<file path="src/rtl/saturate_clamp_if.sv">
// Bus bundle for saturate_clamp: sample input, clamped outputs and the saturation counter.
interface saturate_clamp_if #(
  parameter int IN_W  = 10,
  parameter int OUT_W = 8,
  parameter int CNT_W = 16
);
  logic [IN_W-1:0]  din;
  logic             in_valid;
  logic             count_clr;
  logic [OUT_W-1:0] dout_c;
  logic             sat_c;
  logic [OUT_W-1:0] dout;
  logic             out_valid;
  logic             sat_flag;
  logic [CNT_W-1:0] sat_count;

  modport master (
    output din, in_valid, count_clr,
    input  dout_c, sat_c, dout, out_valid, sat_flag, sat_count
  );

  modport slave (
    input  din, in_valid, count_clr,
    output dout_c, sat_c, dout, out_valid, sat_flag, sat_count
  );
endinterface

</file>
<file path="src/rtl/saturate_clamp.sv">
// Width-reducing clamp: combinational saturated value plus a registered copy with
// valid, overflow flag and a sticky-at-max saturation event counter.
module saturate_clamp #(
  parameter int IN_W        = 10,
  parameter int OUT_W       = 8,
  parameter int SIGNED_MODE = 0,
  parameter int CNT_W       = 16
) (
  input logic            clk,
  input logic            rst,
  saturate_clamp_if.slave bus
);
  logic [OUT_W-1:0] limit_c;
  logic [OUT_W-1:0] clamp_c;
  logic             over_c;

  // Limit code: all ones when unsigned; sign bit then its complement when signed.
  for (genvar gi = 0; gi < OUT_W; gi++) begin : g_limit
    if (SIGNED_MODE != 0 && gi == OUT_W - 1) begin : g_msb
      assign limit_c[gi] = bus.din[IN_W-1];
    end else if (SIGNED_MODE != 0) begin : g_mag
      assign limit_c[gi] = ~bus.din[IN_W-1];
    end else begin : g_ones
      assign limit_c[gi] = 1'b1;
    end
  end

  if (SIGNED_MODE != 0) begin : g_signed
    logic [IN_W-OUT_W:0] top_bits;
    assign top_bits = bus.din[IN_W-1:OUT_W-1];
    assign over_c   = ~((&top_bits) | ~(|top_bits));
  end else begin : g_unsigned
    assign over_c = |bus.din[IN_W-1:OUT_W];
  end

  assign clamp_c    = over_c ? limit_c : bus.din[OUT_W-1:0];
  assign bus.dout_c = clamp_c;
  assign bus.sat_c  = over_c;

  logic [OUT_W-1:0] dout_q, dout_d;
  logic             out_valid_q, out_valid_d;
  logic             sat_flag_q, sat_flag_d;
  logic [CNT_W-1:0] cnt_q, cnt_d;

  always_comb begin
    dout_d      = dout_q;
    out_valid_d = bus.in_valid;
    sat_flag_d  = over_c & bus.in_valid;
    cnt_d       = cnt_q;
    if (bus.in_valid) begin
      dout_d = clamp_c;
    end
    // Clear wins over a same-cycle increment; the counter parks at all ones.
    if (bus.count_clr) begin
      cnt_d = '0;
    end else if (bus.in_valid && over_c && cnt_q != '1) begin
      cnt_d = cnt_q + CNT_W'(1);
    end
  end

  always_ff @(posedge clk) begin
    if (rst) begin
      dout_q      <= '0;
      out_valid_q <= 1'b0;
      sat_flag_q  <= 1'b0;
      cnt_q       <= '0;
    end else begin
      dout_q      <= dout_d;
      out_valid_q <= out_valid_d;
      sat_flag_q  <= sat_flag_d;
      cnt_q       <= cnt_d;
    end
  end

  assign bus.dout      = dout_q;
  assign bus.out_valid = out_valid_q;
  assign bus.sat_flag  = sat_flag_q;
  assign bus.sat_count = cnt_q;
endmodule

</file>
<file path="src/flat_wrapper.sv">
// flat-port wrapper written by rule: the top's interface ports become plain ports
module saturate_clamp_flat 
#(
  parameter int IN_W        = 10,
  parameter int OUT_W       = 8,
  parameter int SIGNED_MODE = 0,
  parameter int CNT_W       = 16
)
  (clk, rst, bus_din, bus_in_valid, bus_count_clr, bus_dout_c, bus_sat_c, bus_dout, bus_out_valid, bus_sat_flag, bus_sat_count);
  saturate_clamp_if #(.IN_W(IN_W), .OUT_W(OUT_W), .CNT_W(CNT_W)) bus_i ();
  input logic clk;
  input logic rst;
  input wire logic [$bits(bus_i.din)-1:0] bus_din;
  input wire logic [$bits(bus_i.in_valid)-1:0] bus_in_valid;
  input wire logic [$bits(bus_i.count_clr)-1:0] bus_count_clr;
  output wire logic [$bits(bus_i.dout_c)-1:0] bus_dout_c;
  output wire logic [$bits(bus_i.sat_c)-1:0] bus_sat_c;
  output wire logic [$bits(bus_i.dout)-1:0] bus_dout;
  output wire logic [$bits(bus_i.out_valid)-1:0] bus_out_valid;
  output wire logic [$bits(bus_i.sat_flag)-1:0] bus_sat_flag;
  output wire logic [$bits(bus_i.sat_count)-1:0] bus_sat_count;
  assign bus_i.din = bus_din;
  assign bus_i.in_valid = bus_in_valid;
  assign bus_i.count_clr = bus_count_clr;
  assign bus_dout_c = bus_i.dout_c;
  assign bus_sat_c = bus_i.sat_c;
  assign bus_dout = bus_i.dout;
  assign bus_out_valid = bus_i.out_valid;
  assign bus_sat_flag = bus_i.sat_flag;
  assign bus_sat_count = bus_i.sat_count;
  saturate_clamp #(.IN_W(IN_W), .OUT_W(OUT_W), .SIGNED_MODE(SIGNED_MODE), .CNT_W(CNT_W)) u_core (.clk(clk), .rst(rst), .bus(bus_i));
endmodule
</file>
<file path="config.mk">
export PLATFORM = sky130hd
export DESIGN_NAME = saturate_clamp_flat
export DESIGN_NICKNAME = d
export VERILOG_FILES = /design/src/rtl/saturate_clamp_if.sv /design/src/rtl/saturate_clamp.sv /design/src/flat_wrapper.sv
export SDC_FILE = /design/constraint.sdc
export NUM_CORES = 1
export LEC_CHECK = 0
export BUFFER_PORTS_ARGS = -buffer_cell sky130_fd_sc_hd__buf_4
export CELL_PAD_IN_SITES_DETAIL_PLACEMENT = 0
export CELL_PAD_IN_SITES_GLOBAL_PLACEMENT = 2
export CORE_ASPECT_RATIO = 0.9
export CORE_MARGIN = 2
export CORE_UTILIZATION = 28
export DETAILED_ROUTE_END_ITERATION = 6
export GPL_ROUTABILITY_DRIVEN = 0
export PLACE_DENSITY_LB_ADDON = 0.2
export RECOVER_POWER = 100
export SLEW_MARGIN = 20
export SYNTH_ARGS = -nofsm -noshare
export SYNTH_HDL_FRONTEND = slang
export SYNTH_SLANG_ARGS = --single-unit
</file>
<file path="constraint.sdc">
create_clock -name clk -period 4.41 [get_ports clk]
set_clock_uncertainty 0.2 [all_clocks]
set_input_delay 0 -clock clk [delete_from_list [all_inputs] [get_ports clk]]
set_output_delay 0 -clock clk [all_outputs]
set_load 0.05 [all_outputs]
</file>
==> flow_summary.json <==
{
  "setup_violations": 0,
  "ys.flop_type": "dfxtp_1",
  "hold_buffers": 20,
  "worst_ep_required_time_ps": 4420,
  "start_util_pct": 29.5,
  "yosysSeqAreaShare_pct": 42.7,
  "n_fill_cell": 453,
  "synth.ff_latch_count": 26,
  "cp_max_fo": 21,
  "routed_wl_um": 3340,
  "crit_path_end_kind": "register",
  "clkTransAtPathRegs_ps": 90,
  "critical-path-max-stage-delay_ps": 560,
  "h-tree-depth": 1,
  "vias_per_cell": 5.03,
  "wl_per_cell_um": 13.2,
  "yosysWarningCount": 0,
  "max-vdd-ir-drop_mv": 0.200,
  "synth_top_area_share_pct": 42.7,
  "register_area_um2": 520,
  "ctsResizeCount": 0,
  "rsz0062_at_grt": "no",
  "syn_area_mm2": 0.00122,
  "crit_slowest_cell": "or4_1",
  "crit_family": "buffers and inverters",
  "cts_max_path_buffers": 2,
  "leakage_nw": 0.603,
  "root_buffer": "clkbuf_8",
  "period_share_pct": 60.1,
  "cap_violations": 0,
  "drive_gt1_share_pct": 8.33,
  "yosys.area.top_type": "dfxtp_1",
  "worstPathArrival_ps": 2660,
  "core-area_mm2": 0.00413,
  "synthTopCellsByCount": "26 x dfxtp_1, 19 x or3_1, 12 x a21oi_1, 12 x nor2_1, 10 x nand2_1",
  "die_x_um": 73.5,
  "grt-ovfl-total": 0,
  "syn_inst": 139,
  "max_slew_margin_pct": 54.0,
  "hold_slack_ps": 251,
  "place_area_mm2": 0.00160,
  "die_area_mm2": 0.00490,
  "worstPathCellList": "dlygate4sd3_1 > clkbuf_1 > o21ai_0 > a41o_1 > or4_1 > a21oi_1",
  "first_iter_violations": 65,
  "ant_nets": 0,
  "totalNegativeSetupSlack_ps": 0,
  "multi_input_area_um2": 651,
  "layout_min_cycle_time_ps": 2650,
  "die_h_um": 66.6,
  "area_delta_synth_final_pct": 40.5,
  "diodes": 0,
  "p_per_area_mw_per_mm2": 290,
  "std_cell_rows": 22,
  "io_pins": 49,
  "num-nets-final": 220,
  "io_buffers": 48,
  "grt_usage_pct": 14.2,
  "worstHoldPathType": "input pin to register",
  "synthMostInstantiatedCell": "dfxtp_1",
  "grt_first_pass_wirelength_um": 5460,
  "dp_hpwl_um": 2350,
  "cts_tree": "done",
  "stdcell_count": 252,
  "synth-edff-count": 0,
  "grt_pass1_vias": 1142,
  "path_class": "input pin to register",
  "cts_setup_buffers": 0,
  "cts_made_buffers": 3,
  "worst-path-stages": 6,
  "hold_viol": 0,
  "crit_buf_inv": 2,
  "outcome": "finished, final reports clean",
  "dp.cells": 228,
  "start_kind": "input pin",
  "cts.sinks": 26,
  "antenna_found_initial": 0,
  "stdcell_area_mm2": 0.00171,
  "clk_latency_ps": 270,
  "hold_depth": 5,
  "synth.lib_cells_used.distinct": 30,
  "rrSetupSlack_ps": 2160,
  "reg2regPathDepth": 5,
  "dr.pass1.iters": 4,
  "synthArstFlopShare_pct": 0,
  "drc_errors": 0,
  "synth_nets": 154,
  "tightest_slew_ps": 690,
  "maxSlewViolCount": 0,
  "grt_max_degree": 22,
  "avgSynthCellArea_um2": 8.77,
  "vias": 1267,
  "clock.fmax_mhz": 377,
  "ys_top_cells_by_area": "dfxtp_1 43%, or3_1 9.8%, mux2i_1 7.4%"
}
-- cell type report --
| type | count | share of cell area, % |
|---|---|---|
| Tap cell | 48 | 3.51 |
| Sequential cell | 26 | 30.4 |
| Clock buffer | 4 | 3.22 |
| Timing Repair Buffer | 68 | 24.6 |
| Inverter | 1 | 0.219 |
| Multi-Input combinational cell | 105 | 38.0 |
-- worst min-delay path, stage by stage --
cell,delay [ps]
buf_4,130
or2_2,130
nand4_1,150
o31ai_1,220
a21oi_1,50
-- final timing paths --
check,from,end
worst min-delay path,bus_din[9],u_core.bus.sat_count[10]
worst min register to register,u_core.bus.sat_count[15],u_core.bus.sat_count[15]
worst max register to register,u_core.bus.sat_count[0],u_core.bus.sat_count[11]
worst max-delay path,bus_in_valid,u_core.bus.sat_count[11]
-- per-stage QoR --
stage	total power [mW]	util, %	setup slack [ps]
6_report	0.496	41.5	1760
5_1_grt	0.521	41.5	1520
4_1_cts	0.514	44.9	2220
3_5_place_dp	0.343	38.7	2240
3_3_place_gp	0.342	38.7	2290
2_1_floorplan	0.312	-	2100
-- logic make-up (layout without fill, tap and decap cells) --
kind of cell    count (synthesis)  after routing  share of synthesized area (%)
flops                          26             26                           42.7
compound gates                 30             30                           15.0
simple gates                   64             64                           29.5
xor+xnor                        1              1                          0.719
mux                             9              9                           7.39
fa+ha+maj                       1              1                           1.03
buf+inv                         8             73                           3.70
-- layout by cell type (no fill, tap or decap), types with 3 or more instances in the layout --
master	count
or3_1	19
o21ai_0	8
a21oi_1	12
dlygate4sd3_1	20
clkbuf_8	4
buf_4	11
nor2_1	12
mux2i_1	9
and3_1	3
nand4_1	5
clkbuf_1	37
o31ai_1	4
nand2_1	10
and4_1	5
dfxtp_1	26
-- registers in the layout, indices dropped and copies added (netlist names) --
name / flops
u_core.bus.dout: 8
u_core.bus.sat_flag: 1
u_core.bus.sat_count: 16
u_core.bus.out_valid: 1
-- report_power, final --
part	leakage, nW	total [mW]	switching (mW)	internal, mW
registers	0.212	0.246	0.00383	0.242
logic	0.362	0.0939	0.0630	0.0309
clock network	0.0288	0.156	0.0761	0.0799
-- per-layer routing --
metal  part of all wire, %  GRT usage (%)  vias to the layer above
met5                     0              0                        -
met4                  0.24           2.50                        0
met3                   4.6           4.39                        2
met2                    47           21.4                       27
met1                    48           19.9                      588
li1                      -              -                      650
Note: power is estimated with default switching activity, not from simulation.
